<file path="src/rtl/encoder8to3_pkg.sv">
// Shared sizes and FSM state type for the sticky 8-to-3 request encoder.
package encoder8to3_pkg;
    localparam int NUM_REQ = 8;
    localparam int CODE_W  = 3;

    typedef enum logic {
        IDLE = 1'b0,
        HOLD = 1'b1
    } state_t;
endpackage

</file>
<file path="src/rtl/encoder8to3_sticky_prio_pick8.sv">
// Combinational picker: first set bit of vec searching downward from start, with wrap.
module prio_pick8
    import encoder8to3_pkg::*;
(
    input  logic [NUM_REQ-1:0] vec,
    input  logic [CODE_W-1:0]  start,
    output logic               found,
    output logic [CODE_W-1:0]  index,
    output logic [NUM_REQ-1:0] onehot
);
    logic [CODE_W-1:0] pos;

    always_comb begin
        found  = 1'b0;
        index  = start;
        onehot = '0;
        pos    = '0;
        // Modulo-8 subtraction gives the wrap from 0 back to 7 for free.
        for (int k = 0; k < NUM_REQ; k++) begin
            pos = start - CODE_W'(k);
            if (!found && vec[pos]) begin
                found = 1'b1;
                index = pos;
            end
        end
        if (found) onehot = NUM_REQ'(1) << index;
    end
endmodule

</file>
<file path="src/rtl/encoder8to3_sticky.sv">
// Sticky request encoder: captures request pulses, grants one code per cycle via valid/ready.
// Define ENCODER8TO3_RR_EN for round-robin selection instead of fixed priority (7 highest).
module encoder8to3_sticky
    import encoder8to3_pkg::*;
(
    input  logic               clk,
    input  logic               rst_n,
    input  logic               ena,
    input  logic [NUM_REQ-1:0] req,
    input  logic               out_ready,
    output logic               out_valid,
    output logic [CODE_W-1:0]  out_code,
    output logic [NUM_REQ-1:0] pend,
    output logic               overflow
);
    state_t              state, state_next;
    logic [CODE_W-1:0]   start;
    logic                found;
    logic [CODE_W-1:0]   pick_idx;
    logic [NUM_REQ-1:0]  pick_oh;
    logic                load;
    logic [NUM_REQ-1:0]  clr;
    logic [NUM_REQ-1:0]  set_vec;

`ifdef ENCODER8TO3_RR_EN
    logic [CODE_W-1:0] ptr;

    always_ff @(posedge clk or negedge rst_n) begin
        if (!rst_n)    ptr <= CODE_W'(NUM_REQ - 1);
        else if (load) ptr <= pick_idx - CODE_W'(1);
    end

    assign start = ptr;
`else
    assign start = CODE_W'(NUM_REQ - 1);
`endif

    // Selection only ever looks at registered pend, never at same-cycle req.
    prio_pick8 u_pick (
        .vec    (pend),
        .start  (start),
        .found  (found),
        .index  (pick_idx),
        .onehot (pick_oh)
    );

    always_comb begin
        state_next = state;
        load       = 1'b0;
        case (state)
            IDLE: if (found) begin
                load       = 1'b1;
                state_next = HOLD;
            end
            HOLD: if (out_ready) begin
                if (found) load = 1'b1;
                else       state_next = IDLE;
            end
            default: state_next = IDLE;
        endcase
    end

    assign clr     = load ? pick_oh : '0;
    assign set_vec = ena ? req : '0;

    always_ff @(posedge clk or negedge rst_n) begin
        if (!rst_n) begin
            state    <= IDLE;
            pend     <= '0;
            out_code <= '0;
            overflow <= 1'b0;
        end else begin
            state    <= state_next;
            pend     <= (pend & ~clr) | set_vec;
            overflow <= |(set_vec & pend & ~clr);
            if (load) out_code <= pick_idx;
        end
    end

    assign out_valid = (state == HOLD);
endmodule

</file>
<file path="config.mk">
export PLATFORM = sky130hd
export DESIGN_NAME = encoder8to3_sticky
export DESIGN_NICKNAME = d
export VERILOG_FILES = /design/src/rtl/encoder8to3_pkg.sv /design/src/rtl/encoder8to3_sticky_prio_pick8.sv /design/src/rtl/encoder8to3_sticky.sv
export SDC_FILE = /design/constraint.sdc
export NUM_CORES = 1
export LEC_CHECK = 0
export CORE_UTILIZATION = 45
export CTS_CLUSTER_DIAMETER = 200
export CTS_CLUSTER_SIZE = 12
export DETAILED_ROUTE_END_ITERATION = 8
export GPL_TIMING_DRIVEN = 0
export PLACE_DENSITY_LB_ADDON = 0.25
export SYNTH_ARGS = -nofsm -noshare
export SYNTH_HDL_FRONTEND = slang
export SYNTH_SLANG_ARGS = --single-unit
</file>
<file path="constraint.sdc">
create_clock -name clk -period 3.2 [get_ports clk]
set_input_delay 0.32 -clock clk [delete_from_list [all_inputs] [get_ports clk]]
set_output_delay 0.32 -clock clk [all_outputs]
set_load 0.1 [all_outputs]
</file>
==> run metrics <==
IO Count 25; Finished Layout Cells 112; reg-to-reg endpoint overflow; Slew HR 34.8%; internal power 280 uW; crit-path max FO 9; slowest CP cell clkdlybuf4s50_1; Mapped Cells 69; initial antenna violation count 0; Synth area leaders dfrtp_1 48%, nand2_1 7.2%, a22o_1 5.2%, o21ai_0 3.7%, o211ai_1 3.3%; # diodes 0; Netlist cell types 25; CP arrival 2.01 ns; global-route wire length before repair 2280 um; Vias 629; Initial Util 50.3%; asr flop ratio synth 100%; Synth area leader dfrtp_1; clock latency at the later pin of the worst-skew pair 0.28 ns; CTS root buffer clkbuf_4; gpl congestion 0.783; DR vias/cell 5.62; area growth from synthesis to layout 42.0%; worst min path class input port to async pin; placed insts 108; layout cell share with drive strength beyond 1 9.28%; status complete, no violations; Die Y-Extent 40.9 um; Peak supply drop 270 uV; # setup viols final 0; Post-synth top cells 13 x dfrtp_1, 13 x nand2_1, 5 x o21ai_0; Yosys reg bits 13; GRT Total Usage 22.3%; # DRC 0; die footprint 1670 um2; critical path startpoint category register; final core utilization 71.5%; setup_tns 0 ns; CP Capture Type output pin; Net count, final 110; final antenna-violating net count 0; post-synthesis sequential area ratio 47.9%; PwrDens 509 nW/um2; Post-synth EDFFs 0; kind of critical path register to output pin; row cnt 13; post-synth top area share 47.9%; CTS tree done; Reg-to-Reg Start pend[5]; P_leak 0.384 nW; top_reg_cell synth dfrtp_1; R2R cell count 5; TritonCTS buffer count 3; Post-CTS Hold Buffers 0; sequential share of power 40.4%; r2r setup slk 1.52 ns; Max Cap Viol 0; RSZ-0062 raised after global routing no; width of the die 40.9 um; hpwl dp 1180 um; final max-slew violation count 0; worst-margin pin slew 0.975 ns; FILL cells 112; routed wire length 1560 um; Fmax 430 MHz; Sink Count 13; post_cts resized 0; cells along the critical path clkdlybuf4s50_1; Max clock buf depth 2; total grt overflow 0; family with the most delay on the worst path buffers and inverters; Synth Area per Inst 9.85 um2; Setup Buffers After CTS 0; Net Sw Power 212 uW; Mapped Area 679 um2; launch point of the worst path pend[7]; via count of the first global-routing pass 521; max incr delay on CP 1.20 ns; CTS H-tree lvls 1; Combinational Power Share 38.6%; clock-pin slew on the worst setup and hold paths 0.08 ns; Clock Skew 0.00155 ns; critical path data required time 2.88 ns; synthesized net count 81; period utilization 72.7%; First-pass DRT Iterations 4; First DRT Iteration DRCs 8; Port Buffer Count 24; post-layout min period 2.33 ns; critical path buffer and inverter count 1; final hold vios 0; core area 1350 um2; largest net degree at the start of global routing 14; Synthesis Warnings 0; Sw Share 43.1%; clock power share 21.0%; routed len/inst 13.9 um
[cell usage in the layout, fill, tap and decap left out, types with 3 or more instances in the layout]
cell             count
clkdlybuf4s50_1     24
nand2_1             13
dfrtp_1             13
o21ai_0              5
a22o_1               4
nand3_1              4
clkbuf_1             3
nor2_1               3
inv_1                3
o211ai_1             3
clkbuf_4             3
[metal layers]
layer,up-vias,share of wire [%],track usage (%)
li1,312,-,-
met1,296,42,24.6
met2,17,52,36.3
met3,4,3.4,4.89
met4,0,2.4,17.5
met5,-,0,0
[logic make-up after synthesis]
logic type,count (synthesis),share of synthesized area (%)
compound gates,23,27.3
flops,13,47.9
buf+inv,5,2.76
simple gates,28,22.1
[final cells by class]
cell class	count	area, um2	area share (%)
plain buffers	2	7.51	0.778
clock buffers	4	26.3	2.72
inverters	3	11.3	1.17
multi-input cells	51	335	34.8
flip-flops and latches	13	325	33.7
well taps	15	18.8	1.95
repair buffers	24	240	24.9
[state kept, by name, indices dropped and copies added, names as in the netlist]
register / cells
pend: 8
out_code: 3
out_valid: 1
overflow: 1
[metrics by stage]
step           hold WS, ns  total power [mW]  area (um2)  worst slack, ns
2_1_floorplan       0.0244             0.335         679             1.21
3_3_place_gp         0.488             0.389         938             1.20
3_5_place_dp         0.495             0.393         938             1.18
4_1_cts              0.434             0.496         965            0.871
5_1_grt              0.441             0.513         965            0.824
6_report             0.409             0.491         965            0.874
[power groups by stage]
| stage | clock network, mW | logic [mW] | registers, mW |
|---|---|---|---|
| floorplan | 0 | 0.0337 | 0.301 |
| global placement | 0 | 0.188 | 0.201 |
| detailed placement | 0 | 0.191 | 0.202 |
| CTS | 0.107 | 0.191 | 0.199 |
| global route | 0.114 | 0.198 | 0.201 |
| finish | 0.103 | 0.190 | 0.199 |
[worst max path at each step]
stage          slack [ns]  depth (start not counted)        to
2_1_floorplan        1.21                          5  overflow
3_3_place_gp         1.20                          1   pend[7]
3_5_place_dp         1.18                          1   pend[7]
4_1_cts              0.87                          1   pend[7]
5_1_grt              0.82                          1   pend[7]
6_report             0.87                          1   pend[7]
(Power assumes the default switching activity.)
